[src/rtl/spart_rx.sv]
//------------------------------------------------------------------------------
// spart_rx
// 8N1 serial receiver for the SPART. Runs off the 16x oversample enable from
// the baud-rate generator, qualifies the start bit at its midpoint, samples
// every data bit and the stop bit at mid-bit, and hands the completed byte to
// the bus interface with a data-available flag plus framing/overrun status.
//------------------------------------------------------------------------------
`timescale 1ns/1ps

module spart_rx #(
    parameter int DATA_BITS  = 8,
    parameter int OVERSAMPLE = 16
) (
    input  logic                 clk,
    input  logic                 rst,
    input  logic                 brg_en,
    input  logic                 rxd,
    input  logic                 rx_ack,
    output logic [DATA_BITS-1:0] rx_data,
    output logic                 rda,
    output logic                 framing_err,
    output logic                 overrun,
    output logic                 rx_busy
);

    // Tick counter is exactly log2(OVERSAMPLE) wide so it wraps on its own at
    // the end of every bit period. The bit counter needs room for DATA_BITS.
    localparam int TICK_W = $clog2(OVERSAMPLE);
    localparam int BIT_W  = $clog2(DATA_BITS + 1);

    // Mid start bit is half a bit period after the falling edge was seen;
    // from there every further mid-bit point is one full bit period away.
    localparam logic [TICK_W-1:0] TICK_MID  = TICK_W'(OVERSAMPLE / 2 - 1);
    localparam logic [TICK_W-1:0] TICK_LAST = TICK_W'(OVERSAMPLE - 1);
    localparam logic [TICK_W-1:0] TICK_ONE  = TICK_W'(1);
    localparam logic [TICK_W-1:0] TICK_ZERO = TICK_W'(0);
    localparam logic [BIT_W-1:0]  BIT_LAST  = BIT_W'(DATA_BITS - 1);
    localparam logic [BIT_W-1:0]  BIT_ONE   = BIT_W'(1);
    localparam logic [BIT_W-1:0]  BIT_ZERO  = BIT_W'(0);

    typedef enum logic [1:0] {
        ST_IDLE  = 2'd0,
        ST_START = 2'd1,
        ST_DATA  = 2'd2,
        ST_STOP  = 2'd3
    } state_t;

    state_t                 state_r;
    state_t                 state_s;

    logic                   rxd_meta_r;
    logic                   rxd_sync_r;
    logic                   rxd_s;

    logic [TICK_W-1:0]      tick_cnt_r;
    logic [BIT_W-1:0]       bit_cnt_r;
    logic [DATA_BITS-1:0]   shift_r;

    logic [DATA_BITS-1:0]   rx_data_r;
    logic                   rda_r;
    logic                   framing_err_r;
    logic                   overrun_r;

    logic                   tick_last_s;
    logic                   sample_data_s;
    logic                   frame_done_s;

    //--------------------------------------------------------------------------
    // Input synchronizer
    //--------------------------------------------------------------------------

    // Two-flop synchronizer for the asynchronous line; resets to the idle level.
    always_ff @(posedge clk or negedge rst) begin
        if (!rst) begin
            rxd_meta_r <= 1'b1;
            rxd_sync_r <= 1'b1;
        end else begin
            rxd_meta_r <= rxd;
            rxd_sync_r <= rxd_meta_r;
        end
    end

    assign rxd_s = rxd_sync_r;

    //--------------------------------------------------------------------------
    // Sampling strobes
    //--------------------------------------------------------------------------

    // Decode the mid-bit sampling points of the data and stop bits.
    always_comb begin
        tick_last_s   = (tick_cnt_r == TICK_LAST);
        sample_data_s = 1'b0;
        frame_done_s  = 1'b0;
        if (brg_en && tick_last_s) begin
            sample_data_s = (state_r == ST_DATA);
            frame_done_s  = (state_r == ST_STOP);
        end else begin
            sample_data_s = 1'b0;
            frame_done_s  = 1'b0;
        end
    end

    //--------------------------------------------------------------------------
    // FSM
    //--------------------------------------------------------------------------

    // State register.
    always_ff @(posedge clk or negedge rst) begin
        if (!rst) begin
            state_r <= ST_IDLE;
        end else begin
            state_r <= state_s;
        end
    end

    // Next-state logic; the FSM only moves on oversample ticks, so it simply
    // freezes while brg_en is held low.
    always_comb begin
        state_s = state_r;
        if (brg_en) begin
            case (state_r)
                ST_IDLE: begin
                    if (!rxd_s) begin
                        state_s = ST_START;
                    end else begin
                        state_s = ST_IDLE;
                    end
                end
                ST_START: begin
                    if (tick_cnt_r == TICK_MID) begin
                        // Still low at mid start bit: a real start. Otherwise
                        // it was a glitch and we drop back silently.
                        if (!rxd_s) begin
                            state_s = ST_DATA;
                        end else begin
                            state_s = ST_IDLE;
                        end
                    end else begin
                        state_s = ST_START;
                    end
                end
                ST_DATA: begin
                    if (tick_last_s && (bit_cnt_r == BIT_LAST)) begin
                        state_s = ST_STOP;
                    end else begin
                        state_s = ST_DATA;
                    end
                end
                ST_STOP: begin
                    if (tick_last_s) begin
                        state_s = ST_IDLE;
                    end else begin
                        state_s = ST_STOP;
                    end
                end
                default: begin
                    state_s = ST_IDLE;
                end
            endcase
        end else begin
            state_s = state_r;
        end
    end

    // Output decode: busy whenever a frame is in progress.
    always_comb begin
        rx_busy = (state_r != ST_IDLE);
    end

    //--------------------------------------------------------------------------
    // Bit timing and shift register
    //--------------------------------------------------------------------------

    // Tick/bit counters and the LSB-first shift register, advanced on ticks.
    always_ff @(posedge clk or negedge rst) begin
        if (!rst) begin
            tick_cnt_r <= TICK_ZERO;
            bit_cnt_r  <= BIT_ZERO;
            shift_r    <= {DATA_BITS{1'b0}};
        end else if (brg_en) begin
            case (state_r)
                ST_IDLE: begin
                    tick_cnt_r <= TICK_ZERO;
                    bit_cnt_r  <= BIT_ZERO;
                end
                ST_START: begin
                    if (tick_cnt_r == TICK_MID) begin
                        tick_cnt_r <= TICK_ZERO;
                        bit_cnt_r  <= BIT_ZERO;
                    end else begin
                        tick_cnt_r <= tick_cnt_r + TICK_ONE;
                    end
                end
                ST_DATA: begin
                    // Wraps from TICK_LAST to zero, which also gives the
                    // STOP state a fresh count after the last data bit.
                    tick_cnt_r <= tick_cnt_r + TICK_ONE;
                    if (sample_data_s) begin
                        shift_r   <= {rxd_s, shift_r[DATA_BITS-1:1]};
                        bit_cnt_r <= bit_cnt_r + BIT_ONE;
                    end else begin
                        shift_r   <= shift_r;
                    end
                end
                ST_STOP: begin
                    tick_cnt_r <= tick_cnt_r + TICK_ONE;
                end
                default: begin
                    tick_cnt_r <= TICK_ZERO;
                    bit_cnt_r  <= BIT_ZERO;
                end
            endcase
        end else begin
            tick_cnt_r <= tick_cnt_r;
        end
    end

    //--------------------------------------------------------------------------
    // Receive holding register and status flags
    //--------------------------------------------------------------------------

    // Frame completion loads the byte and status; otherwise an ack of pending
    // data clears rda and overrun. Completion takes priority over an ack in
    // the same cycle, and an ack on that cycle prevents the overrun.
    always_ff @(posedge clk or negedge rst) begin
        if (!rst) begin
            rx_data_r     <= {DATA_BITS{1'b0}};
            rda_r         <= 1'b0;
            framing_err_r <= 1'b0;
            overrun_r     <= 1'b0;
        end else if (frame_done_s) begin
            rx_data_r     <= shift_r;
            rda_r         <= 1'b1;
            framing_err_r <= ~rxd_s;
            overrun_r     <= ~rx_ack & (overrun_r | rda_r);
        end else if (rx_ack && rda_r) begin
            rda_r         <= 1'b0;
            overrun_r     <= 1'b0;
        end else begin
            rda_r         <= rda_r;
            overrun_r     <= overrun_r;
        end
    end

    assign rx_data     = rx_data_r;
    assign rda         = rda_r;
    assign framing_err = framing_err_r;
    assign overrun     = overrun_r;

endmodule

[config.mk]
export PLATFORM = sky130hd
export DESIGN_NAME = spart_rx
export DESIGN_NICKNAME = d
export VERILOG_FILES = /design/src/rtl/spart_rx.sv
export SDC_FILE = /design/constraint.sdc
export NUM_CORES = 1
export LEC_CHECK = 0
export ABC_AREA = 1
export CORE_UTILIZATION = 35
export DETAILED_ROUTE_END_ITERATION = 16
export PLACE_DENSITY = 0.65
export SETUP_SLACK_MARGIN = 0.02
export SLEW_MARGIN = 20
export SYNTH_ARGS = -nofsm -noshare
export SYNTH_HDL_FRONTEND = slang
export SYNTH_SLANG_ARGS = --single-unit
[constraint.sdc]
create_clock -name clk -period 1.58 [get_ports clk]
set_input_delay 0.237 -clock clk [delete_from_list [all_inputs] [get_ports clk]]
set_output_delay 0.237 -clock clk [all_outputs]
set_load 0.03 [all_outputs]
# [Yosys cells after proc, flatten, opt, wreduce, memory -nomap -nowiden]
# Index checks and enable logic that the tools add are counted.
[word_totals] regBits=31 inputBits=5 out_inout_bits=12
[classes] add_sub_neg=2 eq_ne=8 n_mux=16 bitwise=4 n_reduce_logical=10
[op_table] cell="one-hot mux 4 bit (3 select lines)" n=2
[op_table] cell="two-way mux 4 bit" n=3
[op_table] cell="adder 4 x 1 -> 4 bit (second input constant)" n=2
[op_table] cell="== test 4 x 3 -> 1 bit (second input constant)" n=2
[op_table] cell="one-hot mux 2 bit (4 select lines)" n=1
[op_table] cell="two-way mux 1 bit" n=7
[op_table] cell="two-way mux 2 bit" n=3
[op_table] cell="== test 2 bit (second input constant)" n=2
[op_table] cell="== test 4 bit (second input constant)" n=1
[op_table] cell="!= test 2 bit (second input constant)" n=2
[op_table] cell="AND reduction 4 bit" n=1
[op_table] cell="nonzero test 2 bit" n=2
[op_table] cell="logical AND 1 bit" n=3
[op_table] cell="AND reduction 3 bit" n=1
[op_table] cell="nonzero test 3 bit" n=1
[op_table] cell="== test 2 x 1 -> 1 bit (second input constant)" n=1
[op_table] cell="logical NOT 2 bit" n=1
[op_table] cell="NOT 1 bit" n=2
[op_table] cell="OR reduction 2 bit" n=1
[op_table] cell="bitwise AND 1 bit" n=1
[op_table] cell="OR 1 bit" n=1

# [Logic depth before layout (Yosys ltp)]
[logic_depth] ltp_word=5 ltp_mapped=8

# [Worst setup path before layout]
# Ideal clock, no wire load.
[synth_path] path_type="register to register" from="register tick_cnt_r[0]" to="register bit_cnt_r[0]" arrival_time_ps=1216 required_time_ps=1459 path_slack_ps=243 stages_incl_launch_ff=7 path_buffers=0 cell_sequence="dfrtp_1 > ha_1 > nand3_1 > o21ai_0 > nand2_1 > nor2_1 > nor2_1"
[synth_via] elab_chain_cells=5 elab_cells_between_ends=7
[synth_lines] element="from (decl)" line="55" rtl="logic [TICK_W-1:0] tick_cnt_r;"
[synth_lines] element="from (signal assigned)" line="191" rtl="tick_cnt_r <= tick_cnt_r + TICK_ONE;"
[synth_lines] element="from (signal assigned)" line="197" rtl="tick_cnt_r <= tick_cnt_r + TICK_ONE;"
[synth_lines] element="from (signal assigned)" line="206" rtl="tick_cnt_r <= tick_cnt_r + TICK_ONE;"
[synth_lines] element="== test 4 bit" line="91" rtl="tick_last_s = (tick_cnt_r == TICK_LAST);"
[synth_lines] element="logical AND 1 bit" line="94" rtl="if (brg_en && tick_last_s) begin"
[synth_lines] element="two-way mux 1 bit" line="94"
[synth_lines] element="!= test 2 bit (no source line)"
[synth_lines] element="AND reduction 4 bit (no source line) (*)"
[synth_lines] element="to (signal assigned)" line="200" rtl="bit_cnt_r <= bit_cnt_r + BIT_ONE;"
[synth_lines] element="to (decl)" line="56" rtl="logic [BIT_W-1:0] bit_cnt_r;"
# Mark *: on every way between the ends. The rest lies on a longest branch, timed or not.
# A chain may end at the register's enable or synchronous reset.

# [Worst setup path in the final report]
[layout_path] from="register tick_cnt_r[0]" to="register shift_r[4]"
[layout_via] elab_chain_cells=4
[layout_lines] element="== test 4 bit" line="91"
[layout_lines] element="logical AND 1 bit" line="94"
[layout_lines] element="two-way mux 1 bit" line="94"
[layout_lines] element="AND reduction 3 bit (no source line)"
[layout_lines] element="to (signal assigned)" line="179" rtl="shift_r <= {DATA_BITS{1'b0}};"
[layout_lines] element="to (signal assigned)" line="199" rtl="shift_r <= {rxd_s, shift_r[DATA_BITS-1:1]};"
[layout_lines] element="to (signal assigned)" line="202" rtl="shift_r <= shift_r;"
[layout_lines] element="to (decl)" line="57" rtl="logic [DATA_BITS-1:0] shift_r;"
# No other way between the ends.

==> flow_summary.json <==
{
  "synth_cell_types": 23,
  "gp_congestion": 0.719,
  "ioPinCount": 17,
  "dieArea_sq_mm": 0.00426,
  "grt_first_pass_wirelength_microns": 4740,
  "insertion_delay_ns": 0.29,
  "clock_sinks": 31,
  "period_share_pct": 89.8,
  "final_common_cell": "nand2_1",
  "hpwlAfterDp_microns": 1870,
  "ant_nets": 0,
  "finalHoldViolCount": 0,
  "setup_viol": 0,
  "maxCapViolCount": 0,
  "synth_area_leaders": "dfrtp_1 52%, nand2_1 12%, nand3_1 4.6%",
  "worst_ep_required_time_ns": 1.75,
  "muxShareOfSynthArea_pct": 0.715,
  "die_h_microns": 65.2,
  "drtIter0Drc": 40,
  "worst_r2r_startpoint": "tick_cnt_r[0]",
  "fin_skew_ns": 0.00650,
  "drive_gt1_share_pct": 16.8,
  "cts_hold_buf": 0,
  "yosysWarningCount": 0,
  "synth_top_area_cell": "dfrtp_1",
  "synth-compound-area-share_pct": 9.83,
  "max_freq_mhz": 705,
  "clk_pin_slew_ns": 0.07,
  "r2r_setup_slack_ns": 0.16,
  "r2r-end": "shift_r[4]",
  "finalMaxSlewViolations": 0,
  "tightest_slew_ns": 0.321,
  "syn_area_per_cell_sq_um": 8.92,
  "yosys.area_share.xor_xnor_pct": 0.626,
  "start_kind": "flop",
  "holdCritPathClass": "input port to async pin",
  "leakagePower_nw": 0.955,
  "ys_seq_elements": 31,
  "first_global_vias": 1107,
  "ir_drop_uv": 490,
  "period_needed_ns": 1.42,
  "cts_tree": "done",
  "drcViolationCount": 0,
  "gr-total-overflow": 0,
  "htreeDepth": 2,
  "num_rows": 22,
  "p_per_area_mw_per_mm2": 977,
  "grt_usage_pct": 15.3,
  "vias": 1102,
  "final_cells": 232,
  "rsz0062_at_grt": "false",
  "syn2layout_area_growth_pct": 27.4,
  "status": "completed",
  "root_buffer": "clkbuf_8",
  "clockBufferDepth": 2,
  "dp_cells": 224,
  "wl_per_cell_microns": 11.5,
  "final_util_pct": 47.7,
  "start_util_pct": 37.4,
  "path_max_fanout": 13,
  "cp-end-kind": "flop",
  "io_buffers": 16,
  "n_fill_cell": 378,
  "wl_microns": 2660,
  "critPathKind": "flop to flop",
  "nets": 190,
  "vias_per_cell": 4.75,
  "synth_fa_ha_area_share_pct": 1.79,
  "reg2regPathDepth": 7,
  "syn-cell-area_sq_mm": 0.00140,
  "core_area_sq_mm": 0.00374,
  "synth_top_family_by_area": "simple AND/OR/NAND/NOR gates",
  "synth_top_area_share_pct": 51.8,
  "syn-num-nets": 164,
  "setup-tns-final_ns": 0,
  "dr.pass1.iters": 5,
  "synthSimpleGateAreaFrac_pct": 24.2,
  "insertedDiodeCount": 0,
  "grt_max_degree": 32,
  "hold_ws_ns": 0.307,
  "final_cell_mix": "45 x nand2_1, 28 x dfrtp_1, 13 x inv_1, 12 x o21ai_1, 12 x nand3_1",
  "synth_seq_area_share_pct": 55.6,
  "numCtsBuffers": 5,
  "die_w_microns": 65.2,
  "antenna_found_initial": 0,
  "synthCells": 157,
  "maxSlewHeadroom_pct": 78.6,
  "cp.arrival_ns": 1.59
}
## per-layer routing
metal  part of all wire, %  up-vias  wire, microns  GRT usage (%)
met3                   5.0        5            132           4.86
li1                      -      556              -              -
met1                    43      516           1130           17.2
met2                    49       25           1310           25.3
met5                     0        -              0              0
met4                   3.1        0             82           8.97
## synthesized netlist by cell type (all sizes together)
cell    number
a21oi        6
a31oi        1
buf          4
dfrtp       29
dfstp        2
ha           2
inv         16
mux2i        1
nand2       46
nand3       14
nand4        1
nor2        14
nor3b        1
o21ai       18
o21bai       1
xor2         1
## power by group
part           internal, mW  switching, mW  total [mW]
clock                 0.510          0.298       0.808
combinational        0.0438         0.0613       0.105
sequential            0.810         0.0196       0.830
total                  1.36          0.379        1.74
## worst max-delay path, stage by stage, from the launching register on
cell and delay, ns:
dfrtp_1 0.39, ha_2 0.23, nand3_2 0.12, inv_2 0.14, nand3_2 0.10, buf_4 0.19, nand2_1 0.07, o21ai_1 0.07
## state kept, by name, summed over array words and instances, names as in the netlist
register,cells
rxd_meta_r,1
tick_cnt_r,4
overrun,1
shift_r,8
rx_data,8
rda,1
state_r,2
bit_cnt_r,4
framing_err,1
rxd_s,1
## stage by stage
step	setup WS, ns	power (mW)	instance area [sq um]
finish	0.161	1.74	1780
global route	0.0305	1.82	1780
CTS	0.0240	1.76	1750
detailed placement	0.0597	0.947	1640
global placement	0.100	0.943	1640
floorplan	0.243	0.887	1400
## kinds of logic after synthesis
| kind of cell | Yosys count |
|---|---|
| AOI/OAI and AO/OA | 26 |
| xor gates and xnor gates | 1 |
| adders and majority gates | 2 |
| buffers and inverters | 20 |
| DFF | 31 |
| muxes | 1 |
| and+or+nand+nor | 76 |
## how the worst max path moves through the flow
stage	slack [ns]	startpoint	depth (start not counted)	endpoint
2_1_floorplan	0.24	tick_cnt_r[0]	6	bit_cnt_r[0]
3_3_place_gp	0.10	brg_en	7	overrun
3_5_place_dp	0.06	tick_cnt_r[0]	6	overrun
4_1_cts	0.02	rda	1	rda
5_1_grt	0.03	tick_cnt_r[0]	6	bit_cnt_r[0]
6_report	0.16	tick_cnt_r[0]	7	shift_r[4]
## area by class of cell
type | instances | area (sq um) | area share (%)
Multi-Input combinational cell | 106 | 536 | 30.0
Inverter | 16 | 60.1 | 3.37
Clock buffer | 6 | 82.6 | 4.63
Timing Repair Buffer | 23 | 231 | 13.0
Clock inverter | 2 | 35.0 | 1.96
Tap cell | 48 | 60.1 | 3.37
Sequential cell | 31 | 779 | 43.7
## timing repair
item	in CTS	in global routing
setup endpoints to repair	5	26
buffers inserted	0	0
endpoints found under the hold margin	0	0
resized for setup	5	13
gates cloned	0	0
No activity file was read; power rests on OpenSTA's default activity.
